==> src/rtl/twiddle_stream_gen.sv <==
// Radix-2 DIT twiddle streamer: one stage's N/2 factors per start,
// carrying the 3-multiplier operands cos, -sin, cos-sin, cos+sin.
module twiddle_stream_gen #(
  parameter int N_LOG2 = 4,
  parameter int DATA_W = 8,
  parameter int OUT_W  = 16
) (
  input  logic              clk,
  input  logic              rst_n,
  input  logic              start,
  input  logic [2:0]        stage,
  output logic              busy,
  output logic              done,
  output logic              err,
  output logic              out_valid,
  input  logic              out_ready,
  output logic [N_LOG2-2:0] out_idx,
  output logic [OUT_W-1:0]  out_c,
  output logic [OUT_W-1:0]  out_s,
  output logic [OUT_W-1:0]  out_cps,
  output logic [OUT_W-1:0]  out_cms
);

  localparam int E_W    = N_LOG2 - 1;
  localparam int HALF   = 1 << (N_LOG2 - 1);
  localparam int QN     = 1 << (N_LOG2 - 2);
  localparam int STRIDE = 1 << (6 - N_LOG2);
  localparam int FS     = (1 << (DATA_W - 1)) - 1;

  localparam logic [N_LOG2-1:0] HALF_L = N_LOG2'(HALF);
  localparam logic [N_LOG2-1:0] QN_L   = N_LOG2'(QN);
  localparam logic [OUT_W-1:0]  FS_O   = OUT_W'(FS);

  // cos(k*pi/32) in Q24, floored; covers every grid up to N=64
  function automatic logic [24:0] base_cos(int k);
    case (k)
      0:  return 25'd16777216;
      1:  return 25'd16696429;
      2:  return 25'd16454846;
      3:  return 25'd16054794;
      4:  return 25'd15500126;
      5:  return 25'd14796183;
      6:  return 25'd13949745;
      7:  return 25'd12968963;
      8:  return 25'd11863283;
      9:  return 25'd10643353;
      10: return 25'd9320921;
      11: return 25'd7908724;
      12: return 25'd6420362;
      13: return 25'd4870168;
      14: return 25'd3273072;
      15: return 25'd1644454;
      default: return 25'd0;
    endcase
  endfunction

  // Magnitudes are non-negative, so the floor is the truncation
  function automatic logic [DATA_W-2:0] qval(int i);
    logic [63:0] p;
    p = 64'(FS) * 64'(base_cos(i * STRIDE));
    return (DATA_W-1)'(p >> 24);
  endfunction

  logic [DATA_W-2:0] qtab [QN+1];

  for (genvar i = 0; i <= QN; i++) begin : g_q
    assign qtab[i] = qval(i);
  end

  typedef enum logic [1:0] {
    S_IDLE,
    S_RUN,
    S_FIN
  } state_t;

  state_t            state;
  logic [N_LOG2-1:0] cnt;
  logic [2:0]        stg_q;

  logic [E_W-1:0]           mask;
  logic [E_W-1:0]           jm;
  logic [E_W-1:0]           ev;
  logic [N_LOG2-1:0]        ex;
  logic [N_LOG2-1:0]        ic;
  logic [N_LOG2-1:0]        is_;
  logic                     upper;
  logic [DATA_W-2:0]        qc;
  logic [DATA_W-2:0]        qs;
  logic signed [DATA_W-1:0] wr;
  logic signed [DATA_W-1:0] wi;
  logic [DATA_W:0]          cps;
  logic [DATA_W:0]          cms;
  logic [OUT_W-1:0]         c_ext;
  logic [OUT_W-1:0]         s_ext;
  logic [OUT_W-1:0]         cps_ext;
  logic [OUT_W-1:0]         cms_ext;

  // Operands of beat cnt: exponent, quarter-wave fold, sums
  always_comb begin
    mask  = ~({E_W{1'b1}} << stg_q);
    jm    = cnt[E_W-1:0] & mask;
    ev    = jm << (3'(E_W) - stg_q);
    ex    = {1'b0, ev};
    upper = ex > QN_L;
    ic    = upper ? HALF_L - ex : ex;
    is_   = upper ? ex - QN_L : QN_L - ex;
    qc    = qtab[ic[E_W-1:0]];
    qs    = qtab[is_[E_W-1:0]];
    wr    = upper ? -$signed({1'b0, qc})
                  : $signed({1'b0, qc});
    wi    = -$signed({1'b0, qs});
    cps   = {wr[DATA_W-1], wr} + {wi[DATA_W-1], wi};
    cms   = {wr[DATA_W-1], wr} - {wi[DATA_W-1], wi};
    c_ext = {{(OUT_W-DATA_W){wr[DATA_W-1]}}, wr};
    s_ext = {{(OUT_W-DATA_W){wi[DATA_W-1]}}, wi};
    cps_ext = {{(OUT_W-DATA_W-1){cps[DATA_W]}}, cps};
    cms_ext = {{(OUT_W-DATA_W-1){cms[DATA_W]}}, cms};
  end

  // Control FSM and output beat register
  always_ff @(posedge clk or negedge rst_n) begin
    if (!rst_n) begin
      state     <= S_IDLE;
      cnt       <= '0;
      stg_q     <= '0;
      busy      <= 1'b0;
      done      <= 1'b0;
      err       <= 1'b0;
      out_valid <= 1'b0;
      out_idx   <= '0;
      out_c     <= '0;
      out_s     <= '0;
      out_cps   <= '0;
      out_cms   <= '0;
    end else begin
      done <= 1'b0;
      err  <= 1'b0;
      unique case (state)
        S_IDLE: begin
          if (start) begin
            if (stage < 3'(N_LOG2)) begin
              // beat 0 is always e=0: cos=FS, sin=0
              stg_q     <= stage;
              state     <= S_RUN;
              busy      <= 1'b1;
              out_valid <= 1'b1;
              out_idx   <= '0;
              out_c     <= FS_O;
              out_s     <= '0;
              out_cps   <= FS_O;
              out_cms   <= FS_O;
              cnt       <= N_LOG2'(1);
            end else begin
              err <= 1'b1;
            end
          end
        end
        S_RUN: begin
          if (out_valid && out_ready && cnt == HALF_L) begin
            out_valid <= 1'b0;
            busy      <= 1'b0;
            done      <= 1'b1;
            state     <= S_FIN;
          end else if ((!out_valid || out_ready) && cnt != HALF_L) begin
            out_valid <= 1'b1;
            out_idx   <= cnt[E_W-1:0];
            out_c     <= c_ext;
            out_s     <= s_ext;
            out_cps   <= cps_ext;
            out_cms   <= cms_ext;
            cnt       <= cnt + N_LOG2'(1);
          end
        end
        S_FIN: begin
          state <= S_IDLE;
        end
        default: begin
          state <= S_IDLE;
        end
      endcase
    end
  end

endmodule

==> config.mk <==
export PLATFORM = sky130hd
export DESIGN_NAME = twiddle_stream_gen
export DESIGN_NICKNAME = d
export VERILOG_FILES = /design/src/rtl/twiddle_stream_gen.sv
export SDC_FILE = /design/constraint.sdc
export NUM_CORES = 1
export LEC_CHECK = 0
export ABC_AREA = 1
export CORE_UTILIZATION = 32
export DETAILED_ROUTE_END_ITERATION = 16
export PLACE_DENSITY_LB_ADDON = 0.2
export SLEW_MARGIN = 0
export SYNTH_ARGS = -nofsm -noshare
export SYNTH_HDL_FRONTEND = slang
export SYNTH_SLANG_ARGS = --single-unit
==> constraint.sdc <==
create_clock -name clk -period 4.2 [get_ports clk]
set_input_delay 0.63 -clock clk [delete_from_list [all_inputs] [get_ports clk]]
set_output_delay 0.63 -clock clk [all_outputs]
set_load 0.01 [all_outputs]
## Word-level counts from Yosys, hierarchy flattened

Memory sizes are Yosys's and may differ from the RTL's.
Cells that the tools add are included.

- Add/sub/neg operators: 9
- Magnitude comparators: 4
- Eq/ne operators: 9
- Shifts and indexed selects: 2
- Mux-type cells: 49
- Bitwise operators: 4
- Reductions and logical operators: 12

Operators with widths:

| cell | count |
|---|---|
| 16-bit 2-to-1 mux | 12 |
| 16-bit case mux with 2 select lines | 4 |
| 7-bit 2-to-1 mux | 4 |
| 3-bit 2-to-1 mux | 6 |
| 4-bit 2-to-1 mux | 4 |
| 7-bit negator with 8-bit output | 2 |
| 1-bit 2-to-1 mux | 10 |
| 2-bit != test, second input constant | 5 |
| 8-bit by 8-bit adder with 9-bit output | 1 |
| 8-bit by 8-bit subtractor with 9-bit output | 1 |
| 4-bit greater-or-equal comparator, second input constant | 2 |
| 8-bit 2-to-1 mux | 1 |
| 3-bit inverter with 4-bit output | 2 |
| 4-bit case mux with 2 select lines | 1 |
| 4-bit AND reduction | 2 |
| 2-bit 2-to-1 mux | 3 |
| 3-bit case mux with 2 select lines | 1 |
| 3-bit AND reduction | 2 |
| 5-bit AND reduction | 1 |
| 4-bit by 1-bit adder with 4-bit output, second input constant | 1 |
| 4-bit equality test, second input constant | 1 |
| 4-bit != test, second input constant | 1 |
| 1-bit case mux with 2 select lines | 2 |
| 2-bit case mux with 2 select lines | 1 |
| 17 further kinds | 19 |

- Register bits: 80
- Bits in read-only memories: 112
- Input bits: 7
- Output and inout bits: 71
- Word-level logic and storage cells: 103
- Memories: 2

Memories:

| memory | words | width | read ports | clocked after Yosys merged registers in | write ports | line | RTL |
|---|---|---|---|---|---|---|---|
| (no name shown) | 8 | 7 | 1 | 0 | 0 | 108 | `qs = qtab[is_[E_W-1:0]];` |
| (no name shown) | 8 | 7 | 1 | 0 | 0 | 107 | `qc = qtab[ic[E_W-1:0]];` |

## Longest topological paths before layout

- Depth after elaboration: 16
- Depth in mapped cells: 25
- Mapped depth without buffers: 25

## Worst setup path before layout

No wires, ideal clock.

- Kind: reg-to-reg
- Start point: reg stg_q[1]
- End point: reg out_cms[7]
- Arrival time: 3483 ps
- Path slack: 600 ps
- Cell stages (with the launch flop): 22
- Cell sequence: dfrtp_1 inv_2 nor2_1 nand3_1 ha_1 inv_1 nand3_2 inv_2 nand2_2 nand2_2 nor2_4 ha_1 o21ai_0 inv_1 ha_1 a21o_1 a21oi_1 nand2_1 a21oi_1 nand3_1 nand3_1 nand2_1

- Cells in the longest elaborated chain, start to end: 16

Ends and longest elaborated chain:

| item | line | RTL |
|---|---|---|
| from (decl) | 78 | `logic [2:0] stg_q;` |
| from (signal assigned) | 143 | `stg_q <= stage;` |
| 3-bit by 3-bit << shifter with 3-bit output | 100 | `mask = ~({E_W{1'b1}} << stg_q);` |
| 3-bit inverter | 100 |  |
| 3-bit bitwise AND | 101 | `jm = cnt[E_W-1:0] & mask;` |
| 3-bit by 3-bit << shifter with 3-bit output (*) | 102 | `ev = jm << (3'(E_W) - stg_q);` |
| 1-bit by 3-bit subtractor with 3-bit output or 3-bit greater-than comparator (tied branches) | 105, 104 |  |
| 3-bit 2-to-1 mux | 105 | `ic = upper ? HALF_L - ex : ex;` |
| 3-bit inverter with 4-bit output (implied by the code) | 107 |  |
| memory read 8 x 7 bit | n/a |  |
| 7-bit 2-to-1 mux (implied by the code) (2 in series) | 107 |  |
| 7-bit negator with 8-bit output | 109 | `wr = upper ? -$signed({1'b0, qc})` |
| 8-bit 2-to-1 mux | 109 |  |
| 8-bit by 8-bit subtractor with 9-bit output (*) | 113 | `cms = {wr[DATA_W-1], wr} - {wi[DATA_W-1], wi};` |
| 16-bit 2-to-1 mux (*) | 164 | `end else if ((!out_valid \|\| out_ready) && cnt != HALF_L) begin` |
| 16-bit 2-to-1 mux (*) | 159 | `if (out_valid && out_ready && cnt == HALF_L) begin` |
| 16-bit case mux with 2 select lines (*) | 138 | `unique case (state)` |
| to (signal assigned) | 170 | `out_cms <= cms_ext;` |
| to (decl) | 21 | `output logic [OUT_W-1:0] out_cms` |

Every way passes the cells marked *; elsewhere a longest branch is shown, timed or not. The select of a mux whose other input is x is not followed.
A chain may end at the register's enable or synchronous reset.

## Worst setup path after layout

- Start point: reg cnt[1]
- End point: reg out_cms[7]

- Cells in the longest elaborated chain, start to end: 14

Ends and longest elaborated chain:

| item | line | RTL |
|---|---|---|
| from (decl) | 77 | `logic [N_LOG2-1:0] cnt;` |
| from (signal assigned) | 171 | `cnt <= cnt + N_LOG2'(1);` |
| 3-bit bitwise AND | 101 |  |
| 3-bit by 3-bit << shifter with 3-bit output | 102 |  |
| 1-bit by 3-bit subtractor with 3-bit output or 3-bit greater-than comparator (tied branches) | 105, 104 |  |
| 3-bit 2-to-1 mux | 105 |  |
| 3-bit inverter with 4-bit output (implied by the code) | 107 |  |
| memory read 8 x 7 bit | n/a |  |
| 7-bit 2-to-1 mux (implied by the code) (2 in series) | 107 |  |
| 7-bit negator with 8-bit output | 109 |  |
| 8-bit 2-to-1 mux | 109 |  |
| 8-bit by 8-bit subtractor with 9-bit output | 113 |  |
| 16-bit 2-to-1 mux | 164 |  |
| 16-bit 2-to-1 mux | 159 |  |
| 16-bit case mux with 2 select lines | 138 |  |

Several ways; a longest one is shown, not always the timed one. The select of a mux whose other input is x is not followed.

==> results.md <==
* CTS buffer count at 5
* Antenna diode count at 0
* Area taken by multi-input logic gates at 0.001425 mm²
* Clk root buf: clkbuf_8
* Core area at 0.009371 mm²
* Synthesis-to-layout area growth at 25.11%
* Fin Clk Skew at 0.006344 ns
* 1st-pass router iterations at 4
* Max-Cap Viols at 0
* Minimum clock period at 3.771 ns
* Crit end category: flip-flop
* Yosys top cell area share at 39.06%
* Final ANT Viol Nets at 0
* Vias in the first global route at 2,530
* Hold bufs inserted after CTS at 0
* I/O Buffers at 77
* Pins Over Slew Limit at 0
* Worst Path Arrival at 3.98 ns
* Worst slew pin tran at 0.6445 ns
* Vias per cell at 4.599
* Synth warn at 0
* Syn nets at 411
* Largest net degree at the start of global routing at 50
* DR iter-0 viols at 93
* Total gr overflow at 0
* Post-DR wirelength/cell at 13.55 µm
* Yosys cell types at 38
* Detail Placement HPWL at 5682 µm
* Setup_tns at 0 ns
* Nets at 462
* Crit-path max FO at 7
* Critical Path Max Stage Delay at 0.45 ns
* Vias after detailed routing at 2,580
* WL final at 7600 µm
* Number of synthesized register bits at 49
* Clk Latency, worst-skew pair at 0.31 ns
* First-pass GRT wire length at 12,480 µm
* DRC Markers at 0
* Cell row count at 35
* Placer Congestion at 0.8330
* Initial antenna violation count at 0
* Initial Utilization at 33.50%
* Max_slew headroom at 57.04%
* CTS tree: yes
* Final setup viols at 0
* Cell mode on critical path: nand2_1
* Max Freq at 265.2 MHz
* Highest-delay cell along the critical path: dfrtp_1
* Worst min path class: input pin to async pin
* CTS sink cnt at 49
* Critical path cell sequence: nand2_1 -> o21ai_0 -> nand2_1 -> ha_1 -> inv_1 -> nand3_2 -> nand2_1 -> nand3_2 -> nand2_2 -> ha_1 -> nand3_1 -> nand2_1 -> inv_1 -> ha_1 -> inv_1 -> a21oi_2 -> nand2_1 -> a21oi_1 -> nand3_1 -> nand3_1 -> nand2_1
* Sequential share of the synthesized area at 39.06%
* Status: finished, final reports clean
* GRT Resource Usage Total at 15.64%
* Final worst path period share at 89.78%
* Layout cell share with drive strength beyond 1 at 10.65%
* Post-synthesis instance area at 0.003139 mm²
* Req. time, crit path at 4.41 ns
* Post-Synthesis Cells at 380
* Post-CTS setup buffers at 0
* Die footprint at 0.01021 mm²
* R2R cell count at 21
* Mean post-synth cell area at 8.261 µm²
* Clock slew at reported path FFs at 0.10 ns
* Post-CTS Resized at 0
* # H-tree levels at 2
* Synth area leaders: dfrtp_1 (39%), ha_1 (8.8%), nand2_1 (8.3%)
* Unrepaired setup endpoints after global routing: no
* Setup crit start kind: flip-flop
* I/O pin cnt at 78
* Leading area contributor after synthesis: dfrtp_1
* Height of the die at 101.0 µm
* Critical Setup Path Class: flip-flop to flip-flop
* Final Hold Viols at 0
* Max Root-Sink Buffers at 2
* Reg area at 0.001229 mm²
* Filler cell count at 968
* DIE WIDTH at 101.0 µm
==> area by class of cell <==
type | count | share of cell area (%)
repair buffers | 82 | 20.45
flip-flops and latches | 49 | 31.28
inverters | 58 | 5.575
well taps | 129 | 4.110
multi-input cells | 235 | 36.29
clock buffers | 5 | 1.752
clock inverters | 3 | 0.5416
==> worst paths after layout <==
| kind | startpoint | endpoint | slack [ns] |
|---|---|---|---|
| hold reg to reg | busy | busy | 0.48 |
| setup / recovery | cnt[1] | out_cms[7] | 0.43 |
| setup reg to reg | cnt[1] | out_cms[7] | 0.43 |
| hold / removal | rst_n | out_cms[0] | 0.40 |
| max in group asynchronous | rst_n | stg_q[0] | 3.33 |
| min in group clk | busy | busy | 0.48 |
==> cell usage in the layout (no fill, tap or decap), types with 2 or more instances in the layout <==
| cell | count |
|---|---|
| nand2_4 | 2 |
| nand3_2 | 4 |
| nand2_1 | 69 |
| fa_1 | 2 |
| a21oi_2 | 2 |
| or2_2 | 2 |
| o22ai_1 | 10 |
| clkbuf_8 | 5 |
| dfrtp_1 | 47 |
| o21ai_1 | 10 |
| clkinv_2 | 2 |
| dfrtp_2 | 2 |
| a21o_1 | 2 |
| nand4_1 | 3 |
| inv_1 | 53 |
| inv_2 | 4 |
| o21ai_0 | 27 |
| ha_1 | 22 |
| a21oi_1 | 14 |
| a31oi_1 | 4 |
| nand2_2 | 6 |
| buf_4 | 5 |
| xor2_1 | 2 |
| nand3_1 | 15 |
| clkdlybuf4s50_1 | 76 |
| nor2_2 | 2 |
| nor2_1 | 25 |
==> layer usage <==
| layer | routed length (µm) | global-route usage [%] |
|---|---|---|
| met4 | 100 | 5.017 |
| met3 | 336 | 3.121 |
| met5 | 0 | 0 |
| met2 | 3291 | 23.60 |
| met1 | 3871 | 22.33 |
==> worst max-delay path, delay by kind of cell, from the launching register on <==
kind            cells  cell delay [ns]
fa+ha+maj           3             0.84
buf+inv             3             0.39
compound gates      3             0.58
simple gates       12             1.41
flops               1             0.45
==> sequential cells by signal, indices dropped and copies added, names as in the netlist <==
signal and cells:
busy 1, out_s 8, out_idx 3, out_cps 8, done 1, out_c 8, cnt 4, out_cms 9
out_valid 1, stg_q 3, err 1, state 2
==> through the flow <==
| stage | area, µm² | setup WS, ns | cells | hold WS (ns) | util [%] |
|---|---|---|---|---|---|
| floorplan | 3139 | 0.5999 | 380 | 0.3344 | - |
| global placement | 3827 | 0.4466 | 553 | 0.4623 | 40.84 |
| CTS | 3918 | 0.3320 | 561 | 0.4423 | 41.80 |
| finish | 3928 | 0.4294 | 561 | 0.3962 | 41.91 |
| detailed placement | 3827 | 0.3700 | 553 | 0.4652 | 40.84 |
| global route | 3928 | 0.04268 | 561 | 0.4798 | 41.91 |
==> cells in the mapped netlist, drive strengths merged <==
| cell type | number |
|---|---|
| clkinv | 1 |
| o21ai | 37 |
| dfrtp | 49 |
| buf | 37 |
| a21oi | 17 |
| o22a | 1 |
| o22ai | 11 |
| and2 | 1 |
| nor3 | 1 |
| fa | 2 |
| clkbuf | 1 |
| a31oi | 4 |
| ha | 22 |
| nor2 | 29 |
| o31ai | 1 |
| a21o | 2 |
| nand4 | 3 |
| nand2 | 77 |
| inv | 57 |
| nand3 | 20 |
| xor2 | 3 |
| or2 | 2 |
| a22o | 1 |
| a32o | 1 |
==> logic make-up (layout without fill, tap and decap cells) <==
group,after synthesis,after routing,share of synthesized area (%)
buffers and inverters,96,148,15.78
AND/OR/NAND/NOR,133,133,20.29
flip-flops,49,49,39.06
AO/OA/AOI/OAI,75,75,13.75
adder cells (fa/ha/maj),24,24,10.04
XOR/XNOR,3,3,1.076
Power is not shown: default switching activity piles up to over one toggle a cycle in this logic, so the estimate is an artifact.
